===== src/rtl/dmem_dump_reader_pkg.sv =====
// Shared types and sizes for the data-memory dump reader, matching the data memory word and address widths.
// Latency: n/a (types and constants only).
// Backpressure: n/a.
package dmem_dump_reader_pkg;

  localparam int DATA_W     = 32;
  localparam int ADDR_W     = 8;
  // Output buffer depth. The issue throttle and dump_fifo2 are both built around exactly two slots.
  localparam int FIFO_DEPTH = 2;

  typedef logic [DATA_W-1:0] word_t;
  typedef logic [ADDR_W-1:0] addr_t;
  // One bit wider than an address, so a full-memory window (2^ADDR_W words) is representable.
  typedef logic [ADDR_W:0]   cnt_t;

  typedef enum logic [1:0] {
    DUMP_IDLE,
    DUMP_RUN,
    DUMP_DONE
  } dump_state_e;

  // One buffered word, tagged with its offset inside the dump window.
  typedef struct packed {
    cnt_t  idx;
    word_t data;
  } dump_ent_t;

endpackage


===== src/rtl/dmem_dump_reader_if.sv =====
// Memory read port plus the output word stream of the dump reader, bundled as one interface.
// Latency: n/a (wiring only); mem_rdata must follow mem_rd_en by exactly one cycle.
// Backpressure: out_valid/out_ready handshake. The memory side has no backpressure.
interface dmem_dump_reader_if;
  import dmem_dump_reader_pkg::*;

  logic  mem_rd_en;
  addr_t mem_addr;
  word_t mem_rdata;

  logic  out_valid;
  logic  out_ready;
  word_t out_data;
  cnt_t  out_index;

  // Dump reader side: drives reads and the stream.
  modport master (
    output mem_rd_en, mem_addr, out_valid, out_data, out_index,
    input  mem_rdata, out_ready
  );

  // Memory and stream sink side.
  modport slave (
    input  mem_rd_en, mem_addr, out_valid, out_data, out_index,
    output mem_rdata, out_ready
  );

endinterface


===== src/rtl/dmem_dump_reader_dump_fifo2.sv =====
// Two-entry synchronous FIFO holding {index, data} words for the dump stream.
// Latency: a word pushed on one edge is visible at the head after that edge.
// Backpressure: a push into a full FIFO is accepted only together with a pop. A pop from an empty FIFO is ignored.
module dump_fifo2
  import dmem_dump_reader_pkg::*;
(
  input  logic      clk,
  input  logic      rst,
  input  logic      push,
  input  dump_ent_t push_ent,
  input  logic      pop,
  output dump_ent_t head,
  output logic      full,
  output logic      empty,
  output logic [1:0] occ
);

  dump_ent_t slot0;
  dump_ent_t slot1;
  logic      wr_ptr;
  logic      rd_ptr;
  logic      push_ok;
  logic      pop_ok;

  assign empty   = (occ == 2'd0);
  assign full    = (occ == 2'd2);
  assign pop_ok  = pop && !empty;
  assign push_ok = push && (!full || pop_ok);
  // The head is a register mux only, so there is no path from the write data to the stream outputs.
  assign head    = rd_ptr ? slot1 : slot0;

  // Slot storage, pointers and occupancy. A simultaneous push and pop leaves occupancy unchanged.
  always_ff @(posedge clk) begin
    if (rst) begin
      slot0  <= '0;
      slot1  <= '0;
      wr_ptr <= 1'b0;
      rd_ptr <= 1'b0;
      occ    <= 2'd0;
    end else begin
      if (push_ok) begin
        if (wr_ptr) slot1 <= push_ent;
        else        slot0 <= push_ent;
        wr_ptr <= ~wr_ptr;
      end
      if (pop_ok) rd_ptr <= ~rd_ptr;
      occ <= occ + 2'(push_ok) - 2'(pop_ok);
    end
  end

endmodule


===== src/rtl/dmem_dump_reader.sv =====
// Data-memory dump engine: on start, stalls the CPU and streams count words from base_addr, tagged with their window offset.
// Latency: first out_valid 2 cycles after the accepted start, then 1 word/cycle while out_ready is high.
// Backpressure: reads are throttled so buffered plus in-flight words never exceed FIFO_DEPTH; no word is dropped.
module dmem_dump_reader
  import dmem_dump_reader_pkg::*;
(
  input  logic  clk,
  input  logic  rst,
  input  logic  start,
  input  addr_t base_addr,
  input  cnt_t  count,
  output logic  busy,
  output logic  done,
  output logic  cpu_stall,
  dmem_dump_reader_if.master bus
);

  dump_state_e state;
  addr_t       base_q;
  cnt_t        cnt_q;
  cnt_t        issued;
  cnt_t        sent;
  logic        inflight;
  cnt_t        inflight_idx;
  logic        issue;
  logic [2:0]  slot_use;

  logic        fifo_pop;
  logic        fifo_full;
  logic        fifo_empty;
  logic [1:0]  fifo_occ;
  dump_ent_t   fifo_head;
  dump_ent_t   push_ent;

  assign fifo_pop = bus.out_valid && bus.out_ready;
  assign push_ent = '{idx: inflight_idx, data: bus.mem_rdata};

  // Issue throttle: count buffered and in-flight words, with a same-cycle pop freeing its slot early.
  always_comb begin
    slot_use = 3'(fifo_occ) + 3'(inflight) - 3'(fifo_pop);
    issue    = (state == DUMP_RUN) && (issued < cnt_q) &&
               (slot_use < 3'(FIFO_DEPTH)) && (!fifo_full || fifo_pop);
  end

  // The window wraps past the top address; truncating the sum to ADDR_W bits does the wrap.
  assign bus.mem_rd_en = issue;
  assign bus.mem_addr  = base_q + issued[ADDR_W-1:0];

  assign bus.out_valid = !fifo_empty;
  assign bus.out_data  = fifo_head.data;
  assign bus.out_index = fifo_head.idx;
  assign cpu_stall     = busy;

  // Track the read issued last cycle so its data is pushed with the right window offset.
  always_ff @(posedge clk) begin
    if (rst) begin
      inflight     <= 1'b0;
      inflight_idx <= '0;
    end else begin
      inflight     <= issue;
      inflight_idx <= issued;
    end
  end

  // Control FSM: latches the window, counts issued and delivered words, and drives registered busy/done.
  always_ff @(posedge clk) begin
    if (rst) begin
      state  <= DUMP_IDLE;
      base_q <= '0;
      cnt_q  <= '0;
      issued <= '0;
      sent   <= '0;
      busy   <= 1'b0;
      done   <= 1'b0;
    end else begin
      done <= 1'b0;
      case (state)
        DUMP_IDLE: begin
          if (start) begin
            base_q <= base_addr;
            cnt_q  <= count;
            issued <= '0;
            sent   <= '0;
            if (count == '0) begin
              state <= DUMP_DONE;
              done  <= 1'b1;
            end else begin
              state <= DUMP_RUN;
              busy  <= 1'b1;
            end
          end
        end
        DUMP_RUN: begin
          if (issue) issued <= issued + cnt_t'(1);
          if (fifo_pop) begin
            sent <= sent + cnt_t'(1);
            if (sent == cnt_q - cnt_t'(1)) begin
              state <= DUMP_DONE;
              done  <= 1'b1;
              busy  <= 1'b0;
            end
          end
        end
        DUMP_DONE: state <= DUMP_IDLE;
        default:   state <= DUMP_IDLE;
      endcase
    end
  end

  dump_fifo2 u_fifo (
    .clk      (clk),
    .rst      (rst),
    .push     (inflight),
    .push_ent (push_ent),
    .pop      (fifo_pop),
    .head     (fifo_head),
    .full     (fifo_full),
    .empty    (fifo_empty),
    .occ      (fifo_occ)
  );

endmodule


===== src/flat_wrapper.sv =====
// flat-port wrapper written by rule: the top's interface ports become plain ports
module dmem_dump_reader_flat import dmem_dump_reader_pkg::*;
  (clk, rst, start, base_addr, count, busy, done, cpu_stall, bus_mem_rd_en, bus_mem_addr, bus_out_valid, bus_out_data, bus_out_index, bus_mem_rdata, bus_out_ready);
  dmem_dump_reader_if bus_i ();
  input  logic clk;
  input  logic rst;
  input  logic start;
  input  addr_t base_addr;
  input  cnt_t count;
  output logic busy;
  output logic done;
  output logic cpu_stall;
  output wire logic [$bits(bus_i.mem_rd_en)-1:0] bus_mem_rd_en;
  output wire logic [$bits(bus_i.mem_addr)-1:0] bus_mem_addr;
  output wire logic [$bits(bus_i.out_valid)-1:0] bus_out_valid;
  output wire logic [$bits(bus_i.out_data)-1:0] bus_out_data;
  output wire logic [$bits(bus_i.out_index)-1:0] bus_out_index;
  input wire logic [$bits(bus_i.mem_rdata)-1:0] bus_mem_rdata;
  input wire logic [$bits(bus_i.out_ready)-1:0] bus_out_ready;
  assign bus_mem_rd_en = bus_i.mem_rd_en;
  assign bus_mem_addr = bus_i.mem_addr;
  assign bus_out_valid = bus_i.out_valid;
  assign bus_out_data = bus_i.out_data;
  assign bus_out_index = bus_i.out_index;
  assign bus_i.mem_rdata = bus_mem_rdata;
  assign bus_i.out_ready = bus_out_ready;
  dmem_dump_reader u_core (.clk(clk), .rst(rst), .start(start), .base_addr(base_addr), .count(count), .busy(busy), .done(done), .cpu_stall(cpu_stall), .bus(bus_i));
endmodule

===== config.mk =====
export PLATFORM = sky130hd
export DESIGN_NAME = dmem_dump_reader_flat
export DESIGN_NICKNAME = d
export VERILOG_FILES = /design/src/rtl/dmem_dump_reader_pkg.sv /design/src/rtl/dmem_dump_reader_if.sv /design/src/rtl/dmem_dump_reader_dump_fifo2.sv /design/src/rtl/dmem_dump_reader.sv /design/src/flat_wrapper.sv
export SDC_FILE = /design/constraint.sdc
export NUM_CORES = 1
export LEC_CHECK = 0
export ABC_CLOCK_PERIOD_IN_PS = 6300
export CORE_AREA = 4 4 178 111
export CTS_CLUSTER_SIZE = 14
export DETAILED_ROUTE_END_ITERATION = 16
export DIE_AREA = 0 0 182 115
export GPL_ROUTABILITY_DRIVEN = 0
export PLACE_DENSITY = 0.63
export SLEW_MARGIN = 20
export SYNTH_ARGS = -nofsm -noshare
export SYNTH_HDL_FRONTEND = slang
export SYNTH_HIERARCHICAL = 1
export SYNTH_SLANG_ARGS = --single-unit

===== constraint.sdc =====
create_clock -name clk -period 6.3 [get_ports clk]
set_clock_uncertainty 0.1 [all_clocks]
set_input_delay 1.26 -clock clk [delete_from_list [all_inputs] [get_ports clk]]
set_output_delay 1.26 -clock clk [all_outputs]
set_load 0.05 [all_outputs]

# == Word-level counts from Yosys, hierarchy flattened ==
# Index checks and enable logic that the tools add are counted.
# W data, S select, Z words.
# word_totals
in_bits,53
word_cells,78
output_inout_bits,54
reg_bits,135
# classes
muxes,21
addsub,8
n_bitwise,2
n_lt_le_gt_ge,2
eq_ne,8
n_reduce_logical,21
# ops
cell,n
$mux W41,1
$pmux W9 S2,2
$mux W9,3
$add A9 B1 Y9 const B,2
$eq A9 B9 Y1,1
$logic_not A9 Y1,1
$lt A9 B9 Y1,1
$reduce_and A3 Y1,3
$sub A9 B1 Y9 const B,1
$add A8 B8 Y8,1
$mux W1,8
$mux W2,4
$ne A2 B2 Y1 const B,4
$logic_and A1 B1 Y1,6
$reduce_and A2 Y1,3
$reduce_and A5 Y1,1
$logic_not A2 Y1,2
$pmux W1 S2,2
$pmux W2 S2,1
$add A2 B1 Y3,1
$lt A3 B2 Y1 const B,1
$sub A3 B1 Y3,1
$add A2 B1 Y2,1
$eq A2 B1 Y1 const B,1
7 further kinds,10

# == Depth between registers and ports, before layout ==
# depth
word_depth,9
mapped_depth,13
mapped_depth_nobuf,12

# == Modules after synthesis ==
# Netlist, hierarchy kept.
# by_module_without_submodules
mod,seq_area_each_um2,area_per_inst_um2,instances,cells_each
dump_fifo2,1721.7,4093.9,1,434
dmem_dump_reader,980.9,2697.6,1,327

# == Worst setup path after synthesis ==
# OpenSTA, ideal clock, no wires.
# synth_timing
path_type,input to output
startpoint,input port bus_out_ready
endpoint,output port bus_mem_rd_en
path_buffers,0
slack_ns,1.606
required_ns,4.940
arrival_time_ns,3.334
stages,8
path_cell_list,nand2_1 > inv_1 > ha_1 > nor2b_1 > fa_1 > a211o_1 > a2111oi_2 > and3_1
# synth_via
elab_chain_len,5
elab_cells_between_ends,6
classes_between,1 x add/sub; 1 x order compare; 4 x reduce/logical
# synth_rtl
item,line,source
start: declaration,flat_wrapper.sv:19,input wire logic [$bits(bus_i.out_ready)-1:0] bus_out_ready;
$logic_and A1 B1 Y1 *,dmem_dump_reader.sv:35,assign fifo_pop = bus.out_valid && bus.out_ready;
net u_core.fifo_pop,dmem_dump_reader.sv:28,logic fifo_pop;
$sub A3 B1 Y3,dmem_dump_reader.sv:40,slot_use = 3'(fifo_occ) + 3'(inflight) - 3'(fifo_pop);
$lt A3 B2 Y1,dmem_dump_reader.sv:42,(slot_use < 3'(FIFO_DEPTH)) && (!fifo_full || fifo_pop);
$logic_and A1 B1 Y1,dmem_dump_reader.sv:41,issue = (state == DUMP_RUN) && (issued < cnt_q) &&
$logic_and A1 B1 Y1 *,dmem_dump_reader.sv:42,
end: declaration,flat_wrapper.sv:13,output wire logic [$bits(bus_i.mem_rd_en)-1:0] bus_mem_rd_en;
# The timed path passes the listed nets; every way through them passes the cells marked *.

# == Final worst setup path ==
# Same ends and word-level chain as after synthesis.

==> metrics.yaml <==
grt_pass1_vias: 5344
hp-class: "flop to flop"
post_cts_resized: 0
area_growth_pct: 27.5
powerDensity_mw_per_mm2: 268
cts_buffer_depth: 2
synth_nets: 836
crit_chain: "clkdlybuf4s50_1 -> nand2_1 -> inv_1 -> ha_1 -> nor2b_1 -> fa_1 -> a211o_1 -> a2111oi_2 -> and3_1 -> clkdlybuf4s50_1"
dr.pass1.iters: 4
synth.avg_cell_area_um2: 8.92
vias_per_cell: 4.93
worst_pin_slew_ns: 1.06
ant_nets: 0
setup_viol: 0
required_ns: 4.94
port_buffers: 106
synth_cell_types: 47
synth_ff_type: "dfxtp_1"
timing.critical_path.buf_inv: 3
cp_top_family: "buffers and inverters"
antenna_cells: 0
start_kind: "input port"
drtIter0Drc: 334
hold_viol: 0
dieHeight_um: 115
finalMaxSlewViolations: 0
holdBufCountCts: 0
wirelength_um: 16600
synth-async-reset-ratio_pct: 0
syn_inst: 761
drcViolationCount: 0
grt_pass1_wl_um: 27700
syn-cell-area_mm2: 0.00679
post_cts_buffers: 0
layout.nets: 920
ys_ff_latch: 135
worst_slack_ns: 0.322
die_x_um: 182
peakVddDrop_mv: 0.156
rsz0062_at_grt: "false"
critPathMaxStageDelay_ns: 0.81
yosysSeqAreaShare_pct: 39.8
p_leak_nw: 3.37
period_needed_ns: 5.98
post_drt_wl_per_cell_um: 15.1
ys_warn_count: 6
drive_above_1_share_pct: 10.7
outcome: "completed"
dp.cells: 1066
clockRootBuffer: "clkbuf_16"
cts_buffers: 17
synth_edf_count: 0
die_area_mm2: 0.0209
grt_use_total_pct: 16.2
setup.worst_path.class: "input port to primary output"
cts_tree: "done"
cts.sinks: 135
boundaryPins: 107
cp.arrival_ns: 4.62
whs_ns: 0.361
rows: 38
critPathCaptureType: "primary output"
drv_cap: 0
rrSetupSlack_ns: 2.47
htreeDepth: 4
max_slew_margin_pct: 29.4
coreArea_mm2: 0.0179
fmax_ghz: 0.167
grt-ovfl-total: 0
slowest_stage: "clkdlybuf4s50_1"
min_period_over_period_pct: 94.9
fill_cells: 1757
dpl.hpwl_um: 11000
critPathMaxFanout: 7
start_util_pct: 37.9
fin_setup_tns_ns: 0
stdcell_count: 1098
cts.reportedPaths.clkPinSlew_ns: 0.06
antenna_found_initial: 0
worstSkewPairLatency_ns: 0.41
grt_max_degree: 101
num_vias: 5409
pre_cts_ws_ns: 0.371
cpMostUsedCell: "clkdlybuf4s50_1"
## metrics by stage
step / utilization (%) / total power, mW / cell area (um2)
floorplan: - / 1.12 / 6790
CTS: 48.3 / 2.35 / 8650
detailed placement: 44.6 / 1.22 / 7990
finish: 48.3 / 2.32 / 8660
global placement: 44.6 / 1.22 / 7990
global route: 48.3 / 2.42 / 8660
## cell usage in the layout, fill, tap and decap left out, types with 4 or more instances in the layout
master,synthesis,routed
buf_4,4,7
mux2i_1,41,41
and3_1,5,5
or3_1,7,7
nand3_1,7,6
mux2_2,43,43
bufinv_16,0,5
nand4_1,6,6
xnor2_1,12,12
nand2b_1,92,92
nor2_1,23,23
ha_1,20,20
o21a_1,4,4
nand2_1,48,48
inv_1,22,22
o21ai_1,11,11
clkbuf_16,0,17
dfxtp_1,135,134
clkdlybuf4s50_1,0,105
o21ai_0,86,86
nor2b_1,59,59
nor3_1,4,4
xor2_1,12,12
a21oi_1,38,38
## layer usage
layer / global-route usage, % / vias to the layer above / share of wire, %
li1: - / 2777 / -
met1: 24.5 / 2534 / 55
met2: 23.4 / 92 / 41
met3: 3.83 / 6 / 3.6
met4: 3.15 / 0 / 0.46
met5: 0 / - / 0
## cells by family (layout without fill, tap and decap cells)
group / Yosys count / after routing / share of synthesized area [%]
flip-flops: 135 / 135 / 39.8
buffers and inverters: 69 / 166 / 4.37
XOR/XNOR: 24 / 24 / 3.10
adder cells (fa/ha/maj): 22 / 22 / 4.27
multiplexers: 84 / 84 / 13.2
AND/OR/NAND/NOR: 270 / 270 / 22.5
AO/OA/AOI/OAI: 157 / 157 / 12.8
## power by group
group | switching [mW] | internal [mW]
logic | 0.181 | 0.126
registers | 0.0209 | 0.879
clock network | 0.393 | 0.720
total | 0.594 | 1.72
## area by class of cell
class	count	area, um2	area share (%)
multi-input cells	557	3810	44.0
clock buffers	19	443	5.11
clock inverters	13	218	2.51
well taps	240	300	3.47
repair buffers	112	1100	12.7
inverters	22	82.6	0.954
flip-flops and latches	135	2700	31.2
## synth_stat cells, drive strengths merged (4+ instances only)
library cell	instances	share of area, %
dfxtp	135	40
o21ai	97	7.1
nand2b	92	8.5
nor2b	59	5.4
nand2	48	2.7
mux2	43	7.1
mux2i	41	6.0
clkbuf	40	2.2
a21oi	38	2.8
nor2	23	1.3
inv	22	1.2
ha	20	3.7
xnor2	12	1.5
xor2	12	1.5
or3	8	0.81
buf	7	0.94
nand3	7	0.52
and3	6	0.57
nand4	6	0.55
nor3	6	0.59
o21a	4	0.44
## flip-flops by register name (all words and copies together) (netlist names)
name / flops
u_core/u_fifo/slot0: 41
u_core/u_fifo/slot1: 41
u_core/cnt_q: 9
u_core/inflight_idx: 9
u_core/issued: 9
u_core/sent: 9
u_core/base_q: 8
u_core/state: 2
u_core/u_fifo/occ: 2
u_core/busy: 1
u_core/done: 1
u_core/inflight: 1
u_core/u_fifo/rd_ptr: 1
u_core/u_fifo/wr_ptr: 1
## final timing paths
check	startpoint	endpoint	depth (start not counted)
worst min-delay path	u_core/base_q[3]	u_core/base_q[3]	2
worst min register to register	u_core/base_q[3]	u_core/base_q[3]	2
worst max register to register	u_core/u_fifo/occ[1]	u_core/issued[7]	12
worst max-delay path	bus_out_ready	bus_mem_rd_en	10
## worst min-delay path, cell delays in order (launching register included)
cell and delay [ns]:
dfxtp_1 0.31, nand2_1 0.05, a21oi_1 0.05
Power figures use the tool's default switching activity.
